--- src/rtl/mem_stage_pkg.sv ---
// Pipeline definitions shared by the execute, memory and writeback stages:
// load-op encodings, bus widths and the execute-to-memory payload layout.
package mem_stage_pkg;

    localparam int unsigned BUS_DATA_W  = 32;
    localparam int unsigned BUS_RADDR_W = 5;
    localparam int unsigned PC_W        = 32;
    localparam int unsigned LD_OP_W     = 3;

    localparam logic [LD_OP_W-1:0] LD_W  = 3'b000;
    localparam logic [LD_OP_W-1:0] LD_B  = 3'b001;
    localparam logic [LD_OP_W-1:0] LD_H  = 3'b010;
    localparam logic [LD_OP_W-1:0] LD_BU = 3'b101;
    localparam logic [LD_OP_W-1:0] LD_HU = 3'b110;

    // Instruction payload latched by the memory stage on accept
    typedef struct packed {
        logic [PC_W-1:0]        pc;
        logic                   rf_we;
        logic [BUS_RADDR_W-1:0] rf_waddr;
        logic [BUS_DATA_W-1:0]  alu_result;
        logic                   res_from_mem;
        logic [LD_OP_W-1:0]     ld_op;
    } es_to_ms_bus_t;

    localparam int unsigned ES_TO_MS_BUS_W = $bits(es_to_ms_bus_t);
    localparam int unsigned MS_TO_WS_BUS_W = PC_W + 1 + BUS_RADDR_W + BUS_DATA_W;

endpackage

--- src/rtl/mem_stage_if.sv ---
// Execute-to-memory handshake and instruction payload.
interface mem_stage_if;
    import mem_stage_pkg::*;

    logic                   es_to_ms_valid;
    logic                   ms_allowin;
    logic [PC_W-1:0]        es_pc;
    logic                   es_rf_we;
    logic [BUS_RADDR_W-1:0] es_rf_waddr;
    logic [BUS_DATA_W-1:0]  es_alu_result;
    logic                   es_res_from_mem;
    logic [LD_OP_W-1:0]     es_ld_op;

    modport master (
        output es_to_ms_valid, es_pc, es_rf_we, es_rf_waddr,
               es_alu_result, es_res_from_mem, es_ld_op,
        input  ms_allowin
    );

    modport slave (
        input  es_to_ms_valid, es_pc, es_rf_we, es_rf_waddr,
               es_alu_result, es_res_from_mem, es_ld_op,
        output ms_allowin
    );

endinterface

--- src/rtl/mem_stage_load_align.sv ---
// Selects and extends the addressed byte/halfword of a loaded word.
// Unknown load ops return the full word.
module mem_stage_load_align
    import mem_stage_pkg::*;
(
    input  logic [BUS_DATA_W-1:0] raw,
    input  logic [1:0]            addr,
    input  logic [LD_OP_W-1:0]    ld_op,
    output logic [BUS_DATA_W-1:0] data
);

    logic [7:0]  byte_sel;
    logic [15:0] half_sel;

    always_comb begin
        byte_sel = raw[7:0];
        case (addr)
            2'd0:    byte_sel = raw[7:0];
            2'd1:    byte_sel = raw[15:8];
            2'd2:    byte_sel = raw[23:16];
            default: byte_sel = raw[31:24];
        endcase
        // Halfword uses addr[1] only; misaligned accesses are not trapped here
        half_sel = addr[1] ? raw[31:16] : raw[15:0];
    end

    always_comb begin
        data = raw;
        case (ld_op)
            LD_B:    data = {{24{byte_sel[7]}}, byte_sel};
            LD_BU:   data = {24'd0, byte_sel};
            LD_H:    data = {{16{half_sel[15]}}, half_sel};
            LD_HU:   data = {16'd0, half_sel};
            default: data = raw;
        endcase
    end

endmodule

--- src/rtl/mem_stage.sv ---
// Memory-access pipeline stage: latches the instruction from execute, captures
// the 1-cycle-latency SRAM read data and forwards the result to writeback.
module mem_stage
    import mem_stage_pkg::*;
#(
    parameter int unsigned DATA_W  = 32,
    parameter int unsigned RADDR_W = 5
) (
    input  logic               clk,
    input  logic               resetn,
    input  logic               ws_allowin,
    mem_stage_if.slave         es,
    input  logic [DATA_W-1:0]  data_sram_rdata,
    output logic               ms_to_ws_valid,
    output logic [PC_W-1:0]    ms_pc,
    output logic               ms_rf_we,
    output logic [RADDR_W-1:0] ms_rf_waddr,
    output logic [DATA_W-1:0]  ms_final_result,
    output logic               ms_res_from_mem
);

    logic                  ms_valid;
    logic                  ms_first;
    logic                  ms_ready_go;
    logic                  accept;
    es_to_ms_bus_t         ms_q;
    logic [BUS_DATA_W-1:0] rdata_hold;
    logic [BUS_DATA_W-1:0] raw_data;
    logic [BUS_DATA_W-1:0] load_data;

    assign ms_ready_go    = 1'b1;
    assign es.ms_allowin  = !ms_valid || (ms_ready_go && ws_allowin);
    assign accept         = es.es_to_ms_valid && es.ms_allowin;
    assign ms_to_ws_valid = ms_valid && ms_ready_go;

    // Stage state; payload holds across bubbles and stalls
    always_ff @(posedge clk) begin
        if (!resetn) begin
            ms_valid   <= 1'b0;
            ms_first   <= 1'b0;
            rdata_hold <= '0;
            ms_q       <= '0;
        end else begin
            if (es.ms_allowin) begin
                ms_valid <= es.es_to_ms_valid;
            end
            ms_first <= accept;
            if (ms_first) begin
                rdata_hold <= BUS_DATA_W'(data_sram_rdata);
            end
            if (accept) begin
                ms_q.pc           <= es.es_pc;
                ms_q.rf_we        <= es.es_rf_we;
                ms_q.rf_waddr     <= es.es_rf_waddr;
                ms_q.alu_result   <= es.es_alu_result;
                ms_q.res_from_mem <= es.es_res_from_mem;
                ms_q.ld_op        <= es.es_ld_op;
            end
        end
    end

    // SRAM data is only trustworthy in the first cycle; later cycles use the held copy
    assign raw_data = ms_first ? BUS_DATA_W'(data_sram_rdata) : rdata_hold;

    mem_stage_load_align u_load_align (
        .raw   (raw_data),
        .addr  (ms_q.alu_result[1:0]),
        .ld_op (ms_q.ld_op),
        .data  (load_data)
    );

    assign ms_pc           = ms_q.pc;
    assign ms_rf_we        = ms_valid && ms_q.rf_we;
    assign ms_rf_waddr     = RADDR_W'(ms_q.rf_waddr);
    assign ms_res_from_mem = ms_valid && ms_q.res_from_mem;
    assign ms_final_result = DATA_W'(ms_q.res_from_mem ? load_data : ms_q.alu_result);

endmodule
--- src/flat_wrapper.sv ---
// flat-port wrapper written by rule: the top's interface ports become plain ports
module mem_stage_flat import mem_stage_pkg::*;
#(
    parameter int unsigned DATA_W  = 32,
    parameter int unsigned RADDR_W = 5
)
  (clk, resetn, ws_allowin, data_sram_rdata, ms_to_ws_valid, ms_pc, ms_rf_we, ms_rf_waddr, ms_final_result, ms_res_from_mem, es_es_to_ms_valid, es_es_pc, es_es_rf_we, es_es_rf_waddr, es_es_alu_result, es_es_res_from_mem, es_es_ld_op, es_ms_allowin);
  mem_stage_if es_i ();
  input  logic clk;
  input  logic resetn;
  input  logic ws_allowin;
  input  logic [DATA_W-1:0] data_sram_rdata;
  output logic ms_to_ws_valid;
  output logic [PC_W-1:0] ms_pc;
  output logic ms_rf_we;
  output logic [RADDR_W-1:0] ms_rf_waddr;
  output logic [DATA_W-1:0] ms_final_result;
  output logic ms_res_from_mem;
  input wire logic [$bits(es_i.es_to_ms_valid)-1:0] es_es_to_ms_valid;
  input wire logic [$bits(es_i.es_pc)-1:0] es_es_pc;
  input wire logic [$bits(es_i.es_rf_we)-1:0] es_es_rf_we;
  input wire logic [$bits(es_i.es_rf_waddr)-1:0] es_es_rf_waddr;
  input wire logic [$bits(es_i.es_alu_result)-1:0] es_es_alu_result;
  input wire logic [$bits(es_i.es_res_from_mem)-1:0] es_es_res_from_mem;
  input wire logic [$bits(es_i.es_ld_op)-1:0] es_es_ld_op;
  output wire logic [$bits(es_i.ms_allowin)-1:0] es_ms_allowin;
  assign es_i.es_to_ms_valid = es_es_to_ms_valid;
  assign es_i.es_pc = es_es_pc;
  assign es_i.es_rf_we = es_es_rf_we;
  assign es_i.es_rf_waddr = es_es_rf_waddr;
  assign es_i.es_alu_result = es_es_alu_result;
  assign es_i.es_res_from_mem = es_es_res_from_mem;
  assign es_i.es_ld_op = es_es_ld_op;
  assign es_ms_allowin = es_i.ms_allowin;
  mem_stage #(.DATA_W(DATA_W), .RADDR_W(RADDR_W)) u_core (.clk(clk), .resetn(resetn), .ws_allowin(ws_allowin), .es(es_i), .data_sram_rdata(data_sram_rdata), .ms_to_ws_valid(ms_to_ws_valid), .ms_pc(ms_pc), .ms_rf_we(ms_rf_we), .ms_rf_waddr(ms_rf_waddr), .ms_final_result(ms_final_result), .ms_res_from_mem(ms_res_from_mem));
endmodule
--- config.mk ---
export PLATFORM = sky130hd
export DESIGN_NAME = mem_stage_flat
export DESIGN_NICKNAME = d
export VERILOG_FILES = /design/src/rtl/mem_stage_pkg.sv /design/src/rtl/mem_stage_if.sv /design/src/rtl/mem_stage_load_align.sv /design/src/rtl/mem_stage.sv /design/src/flat_wrapper.sv
export SDC_FILE = /design/constraint.sdc
export NUM_CORES = 1
export LEC_CHECK = 0
export ABC_AREA = 1
export CAP_MARGIN = 20
export CORE_AREA = 3 3 153 96
export CTS_BUF_LIST = sky130_fd_sc_hd__clkbuf_4
export DETAILED_ROUTE_END_ITERATION = 7
export DIE_AREA = 0 0 156 99
export PLACE_DENSITY = 0.8
export SYNTH_ARGS = -nofsm -noshare
export SYNTH_HDL_FRONTEND = slang
export SYNTH_SLANG_ARGS = --single-unit
--- constraint.sdc ---
create_clock -name clk -period 4.9 [get_ports clk]
set_clock_uncertainty 0.15 [all_clocks]
set_input_delay 1.225 -clock clk [delete_from_list [all_inputs] [get_ports clk]]
set_output_delay 1.225 -clock clk [all_outputs]
set_load 0.005 [all_outputs]
Yosys cells after proc, flatten, opt, wreduce, memory -nomap -nowiden. Cells that the tools add are included.

Reduce and logical (&&, ||, !) cells: 6. Equal/unequal tests: 6. Muxes and demuxes: 5.

Operators with widths (count): $pmux 32 s4 (1); $mux 32 (2); $pmux 8 s3 (1); $mux 16 (1); $eq 3x3->1 const B (2); $eq 3x1->1 const B (1); $eq 3x2->1 const B (1); $logic_and 1x1->1 (3); $eq 2x1->1 const B (1); $eq 2x2->1 const B (1); $logic_not 2->1 (1); $logic_not 1->1 (1); $logic_or 1x1->1 (1).

Register bits: 108.

Longest topological paths before layout. Gate-level depths: netlist of the first run.

Depth after elaboration: 4. Depth in mapped cells: 12.

Cells and area by module. Synthesis of the first run repeated with hierarchy kept, for this count alone.

Cells, all modules: 933. Area total of the unflattened synthesis: 6239.7 µm².

Modules (own cells, without submodules): mem_stage (seq. area each 2162.1 µm², area an instance 5226.3 µm², instances 1, cells each 741); mem_stage_load_align (seq. area each 0.0 µm², area an instance 1013.5 µm², instances 1, cells each 192).

Worst setup path after synthesis of the first run. OpenSTA, ideal clock, no wires.

Kind: input to output. Start: input data_sram_rdata[23]. End: output ms_final_result[18]. Cell stages on the path: 11. Path slack: 1542 ps. Arrival: 1983 ps. Buffers on the path: 1. Required time: 3525 ps. Path through: inv_1 nand2_1 nand3_1 nand2_1 inv_1 nand2_2 nand3_4 buf_6 nand3_1 nand2_1 inv_1.

Longest elaborated chain between the ends: 4.

Ends and longest elaborated chain: start, declared (line flat_wrapper.sv:12) `input logic [DATA_W-1:0] data_sram_rdata;`; $mux 32 (line mem_stage.sv:63) `assign raw_data = ms_first ? BUS_DATA_W'(data_sram_rdata) : rdata_hold;`; $pmux 8 s3 (line mem_stage_load_align.sv:17) `case (addr)`; $pmux 32 s4 (line mem_stage_load_align.sv:29) `case (ld_op)`; $mux 32 (line mem_stage.sv:76) `assign ms_final_result = DATA_W'(ms_q.res_from_mem ? load_data : ms_q.alu_result);`; end, declared (line flat_wrapper.sv:17) `output logic [DATA_W-1:0] ms_final_result;`.

No other way between the ends.

Final worst setup path of the first run.
Start: input data_sram_rdata[15]. End: output ms_final_result[17].

Longest elaborated chain between the ends: 4. Elaborated cells on any way between the ends: 5. Those cells by class: mux: 5.

Ends and longest elaborated chain (line): $mux 32 * (mem_stage.sv:63); $pmux 8 s3 / $mux 16 (equally long branches) (mem_stage_load_align.sv:17, mem_stage_load_align.sv:24); $pmux 32 s4 * (mem_stage_load_align.sv:29); $mux 32 * (mem_stage.sv:76).

Every way passes the cells marked *; elsewhere a longest branch is shown, timed or not.

==> flow_summary.toml, run 1 <==
[run_status]
status = "finished, final reports clean"

[die]
ioPinCount = 183
rows = 33
die_w_um = 156
die_h_um = 99
initial_core_util_pct = 39.51
die_area_sq_um = 15440
core-area_sq_um = 13420

[timing]
fin_crit_sh_pct = 95.98
finalHoldViolCount = 0
whs_ns = 0.3418
setup_viol = 0
slew-limit-headroom_pct = 32.37
period_needed_ns = 4.703
worst_slew_pin_slew_ns = 1.013
drv_slew = 0
rsz0062_at_grt = "false"
clock.fmax_ghz = 0.2126
setup-tns-final_ns = 0

[grt]
grt_pass1_wl_mm = 24.93
grt_max_degree = 76
antenna_found_initial = 1
grt_pass1_vias = 4678
grt_use_total_pct = 20.30
grt_overflow = 0

[synth]
synthArstFlopShare_pct = 0
netlist_area_sq_um = 5301
synth-edff-count = 0
syn_avg_cell_area_sq_um = 6.894
syn_nets = 879
synth_warnings = 0
synth_ff_type = "dfxtp_1"
synthDistinctLibCells = 28
ys_seq_area_share_pct = 40.78
netlist_instances = 769
synth_seq_cells = 108

[min_path]
hold_depth = 2
hold_class = "reg -> reg"
min_from = "u_core.ms_q[31]"
hold_path_end = "u_core.ms_q[31]"

[setup_path]
crit_path_end_kind = "output pin"
crit_type = "in -> out"
r2r_slack_ns = 2.99
rr_worst_depth = 3
path_max_fanout = 24
timing.rr.start = "u_core.ms_first"
cp.arrival_ns = 3.33
critPathLaunchType = "primary input"
required_ns = 3.52
r2r-end = "u_core.rdata_hold[10]"

[job]
drv_cap = 0

[drt]
drt-total-wl_mm = 15.84
vias = 5146
avgViaCountPerCell = 4.814
final_antenna_net_count = 0
wl_per_cell_um = 14.82
detailedRoute.firstPassIterationCount = 5
drt_iter0_markers = 410
drc = 0

[final_layout]
drive_above_1_share_pct = 9.172
fin_nets = 1000
multi_input_area_sq_um = 2435
antenna_cells = 0
nFillCells = 1304
seq_area_sq_um = 2162
syn_to_final_growth_pct = 34.08

[cts]
cts_resized = 0
cts_tree = "done"
post_cts_buffers = 0
hold_buffers = 0
insertion_delay_ns = 0.46
cts.root.buffer_cell = "clkbuf_4"
ctsLongestPathBuffers = 2
cts.clk_slew.worst_paths_ns = 0.15
clock_sinks = 108
h-tree-depth = 3
numCtsBuffers = 9

[power_and_ir_drop]
power.density_nw_per_um2 = 291.3
vdd_ir_drop_max_mv = 0.1636
power.leakage_nw = 3.144

[placement]
io_buffers = 182
dpl.hpwl_mm = 11.69
place_congestion = 0.9319
[routing by layer]
metal  vias to the layer above  part of all wire (%)  track usage [%]
met5                         -                 0.082                0
met4                         2                  0.66            3.867
met3                        14                    12            7.942
met2                       239                    40            28.01
met1                      2271                    47            29.89
li1                       2620                     -                -
[critical path, cell delays in order]
cell,delay [ns]
clkdlybuf4s50_1,0.46
nand2_1,0.08
nand2_1,0.15
nand2_1,0.06
nand2_1,0.06
inv_1,0.05
nand2_2,0.08
nand3_4,0.27
nand3_1,0.24
nand2_1,0.10
inv_1,0.07
clkdlybuf4s50_1,0.49
[final cells by class]
cell class              count  share of cell area (%)
well taps                 175                   3.080
inverters                  55                   2.904
clock inverters             5                   1.426
clock buffers              10                   1.056
repair buffers            191                   26.86
multi-input cells         525                   34.25
flip-flops and latches    108                   30.42
[cell usage after synthesis (10+ instances only)]
cell	count	share of area [%]
nor2_1	209	15
nand2_1	100	7.1
clkbuf_1	30	2.1
a21oi_1	29	2.7
dfxtp_1	108	41
inv_1	50	3.5
nand3_1	12	1.1
nand3_2	10	1.9
o21ai_0	86	8.1
o21ai_1	13	1.2
or2_2	29	3.4
buf_4	38	5.4
[flip-flops by register name, indices dropped and copies added, names as in the netlist]
register / cells
u_core.rdata_hold: 32
u_core.ms_pc: 32
u_core.ms_first: 1
u_core.ms_q: 37
u_core.ms_to_ws_valid: 1
u_core.ms_rf_waddr: 5
[through the flow]
step	utilization, %	area (sq um)	worst slack (ns)	total power [mW]	std cells
6_report	52.97	7108	0.1971	2.070	1069
5_1_grt	52.97	7108	0.01178	2.180	1069
4_1_cts	52.82	7088	0.2281	2.078	1068
3_5_place_dp	51.51	6912	0.2387	1.535	1053
3_3_place_gp	51.51	6912	0.2513	1.528	1053
2_1_floorplan	-	5301	1.543	1.288	769
[layout by cell type (no fill, tap or decap), types with 9 or more instances in the layout]
cell             count
nor2_1             209
clkdlybuf4s50_1    181
dfxtp_1            108
nand2_1             99
o21ai_0             86
inv_1               50
a21oi_1             29
or2_2               29
o21ai_1             13
nand3_1             12
nand3_2             10
clkbuf_4            10
nand2_2              9
[worst max-delay path by stage]
| stage | startpoint | endpoint | slack (ns) |
|---|---|---|---|
| 2_1_floorplan | data_sram_rdata[23] | ms_final_result[18] | 1.54 |
| 3_3_place_gp | data_sram_rdata[23] | ms_final_result[16] | 0.25 |
| 3_5_place_dp | data_sram_rdata[23] | ms_final_result[17] | 0.24 |
| 4_1_cts | data_sram_rdata[23] | ms_final_result[17] | 0.23 |
| 5_1_grt | data_sram_rdata[23] | ms_final_result[10] | 0.01 |
| 6_report | data_sram_rdata[15] | ms_final_result[17] | 0.20 |
[where the power goes]
group	switching, mW	total (mW)	internal, mW
Combinational	0.264	0.546	0.282
Sequential	0.0316	0.975	0.943
Clock	0.290	0.550	0.260
[cells by family after synthesis]
| group | synth area share, % |
|---|---|
| flops | 40.78 |
| buf+inv | 13.33 |
| mux | 1.133 |
| compound gates | 15.03 |
| simple gates | 29.71 |
Power figures use the tool's default switching activity.
==> run 2: changes to the inputs <==
- CORE_AREA: 3 3 153 96 -> 3 3 166 103
- DIE_AREA: 0 0 156 99 -> 0 0 169 106
- PLACE_DENSITY: 0.8 -> 0.78
- SYNTH_HIERARCHICAL: unset -> 1
==> flow_summary.toml, run 2 <==
[die]
die_w_um = 169
die_h_um = 106
die_area_sq_um = 17910
rows = 35
ioPinCount = 183
core-area_sq_um = 15460
initial_core_util_pct = 40.36

[setup_path]
crit_path_end_kind = "output pin"
timing.rr.start = "u_core/ms_to_ws_valid"
crit_type = "in -> out"
path_cells = "clkdlybuf4s50_1, nand2_1, nand2_1, inv_1, nand2_1, nand2_1, nand3_2, nand3_4, buf_4, nand3_1, mux2_2, clkdlybuf4s50_1"
crit_path_max_incr_delay_ns = 0.44
critPathLaunchType = "primary input"
cp.arrival_ns = 3.32
cp_common_cell = "nand2_1"
cp-startpoint = "data_sram_rdata[15]"
path_max_fanout = 11
slowest_stage = "clkdlybuf4s50_1"
required_ns = 3.52

[power_and_ir_drop]
power_mw = 1.978
power.density_nw_per_um2 = 250.2
vdd_ir_drop_max_mv = 0.1441
power.leakage_nw = 3.872

[timing]
fin_crit_sh_pct = 95.81
setup-tns-final_ns = 0
clock.fmax_ghz = 0.2130
drv_slew = 0
slew-limit-headroom_pct = 33.46
setup_viol = 0
layout_setup_ws_ns = 0.2051
period_needed_ns = 4.695
worst_slew_pin_slew_ns = 0.9981
finalHoldViolCount = 0
rsz0062_at_grt = "false"

[synth]
netlist_area_sq_um = 6240
synthDistinctLibCells = 28
synth_seq_cells = 108
syn_avg_cell_area_sq_um = 6.688
synth_warnings = 6
synth-edff-count = 0
ys_seq_area_share_pct = 34.65
netlist_instances = 933
synthAdderAreaFrac_pct = 0
synthSimpleGateAreaFrac_pct = 32.75
synth-xor-area-share_pct = 0
muxShareOfSynthArea_pct = 5.775
synthArstFlopShare_pct = 0
synthTopCellsByCount = "nand2_1, a21oi_1, dfxtp_1, inv_1, nand3_1"
synth_most_common_cell = "nand2_1"
syn_nets = 1043
synth_compound_area_share_pct = 10.47
synth.largest_area_cell = "dfxtp_1"
synth_top_family_by_area = "simple AND/OR/NAND/NOR gates"
synth_ff_type = "dfxtp_1"
synth_top_area_share_pct = 34.65
synthTopCellsByArea = "dfxtp_1, nand2_1, a21oi_1"

[grt]
grt_max_degree = 100
grt_pass1_vias = 5326
grt_pass1_wl_mm = 28.63
grt_use_total_pct = 19.92
antenna_found_initial = 1
grt_overflow = 0

[final_layout]
final_common_cell = "nand2_1"
regMostFlops = "u_core/ms_q"
drive_above_1_share_pct = 9.126
final_cell_mix = "nand2_1, clkdlybuf4s50_1, a21oi_1"
antenna_cells = 0
syn_to_final_growth_pct = 26.69
largest_register_ffs = 37
fin_cells = 1244
final_area_sq_um = 7905
fin_nets = 1146

[cts]
insertion_delay_ns = 0.45
clock_sinks = 108
numCtsBuffers = 9
post_cts_buffers = 0
cts.root.buffer_cell = "clkbuf_4"
h-tree-depth = 3
cts.clk_slew.worst_paths_ns = 0.16
cts_tree = "done"
ctsLongestPathBuffers = 2
hold_buffers = 0
cts_resized = 0

[placement]
post_dp_cell_area_sq_um = 7785
dp_cells = 1228
dpl.hpwl_mm = 13.37
io_buffers = 182
dp_slack_ns = 0.2129
place_congestion = 0.9527

[min_path]
hold_class = "reg -> reg"
min_from = "u_core/rdata_hold[14]"

[drt]
detailedRoute.firstPassIterationCount = 5
drc = 0
vias = 6053
avgViaCountPerCell = 4.866
drt-total-wl_mm = 18.42
final_antenna_net_count = 0
drt_iter0_markers = 578
wl_per_cell_um = 14.81

[run_status]
status = "finished, final reports clean"

[job]
drv_cap = 0
run 2: changes by cell type in the layout (fill, tap and decap cells not counted), sizes merged, moves of 48 or more:
cell / change
a21oi: +81
inv: +48
nand2: +152
nand3: +86
nor2: -123
o21ai: -94
run 2: through the flow:
step | hold slack, ns | utilization (%)
2_1_floorplan | 0.2967 | -
3_3_place_gp | 0.3058 | 50.36
3_5_place_dp | 0.3100 | 50.36
4_1_cts | 0.3318 | 51.14
5_1_grt | 0.3480 | 51.14
6_report | 0.3309 | 51.14
run 2: critical path, delay by kind of cell:
kind          cells  cell delay [ns]
buf+inv           4             1.14
simple gates      7             0.67
mux               1             0.28
run 2: cells by family after synthesis:
| family | Yosys count |
|---|---|
| flip-flops | 108 |
| AO/OA/AOI/OAI | 127 |
| multiplexers | 32 |
| buffers and inverters | 202 |
| AND/OR/NAND/NOR | 464 |
run 2: final cells by class:
cell class,count,area (sq um)
clock buffer,10,75.07
timing repair buffer,194,1929
inverter,100,377.9
tap,203,254.0
clock inverter,6,45.04
multi-input combinational,623,3062
sequential,108,2162
fill,1550,7553
run 2: path summary, 6_finish.rpt:
path	depth (start not counted)	slack, ns	to
worst min register to register	2	0.33	u_core/rdata_hold[14]
worst max register to register	5	2.52	u_core/ms_to_ws_valid
worst min-delay path	2	0.33	u_core/rdata_hold[14]
worst max-delay path	12	0.21	ms_final_result[27]
run 2: metal layers:
metal | GRT usage, % | vias to the layer above | part of all wire (%)
met2 | 27.49 | 232 | 41
li1 | - | 3116 | -
met1 | 30.02 | 2694 | 47
met4 | 3.011 | 2 | 0.48
met3 | 7.023 | 9 | 11
met5 | 0 | - | 0.071
run 2: power by group:
group	switching (mW)	internal [mW]
clock network	0.313	0.114
registers	0.0356	0.940
logic	0.277	0.297
total	0.626	1.35
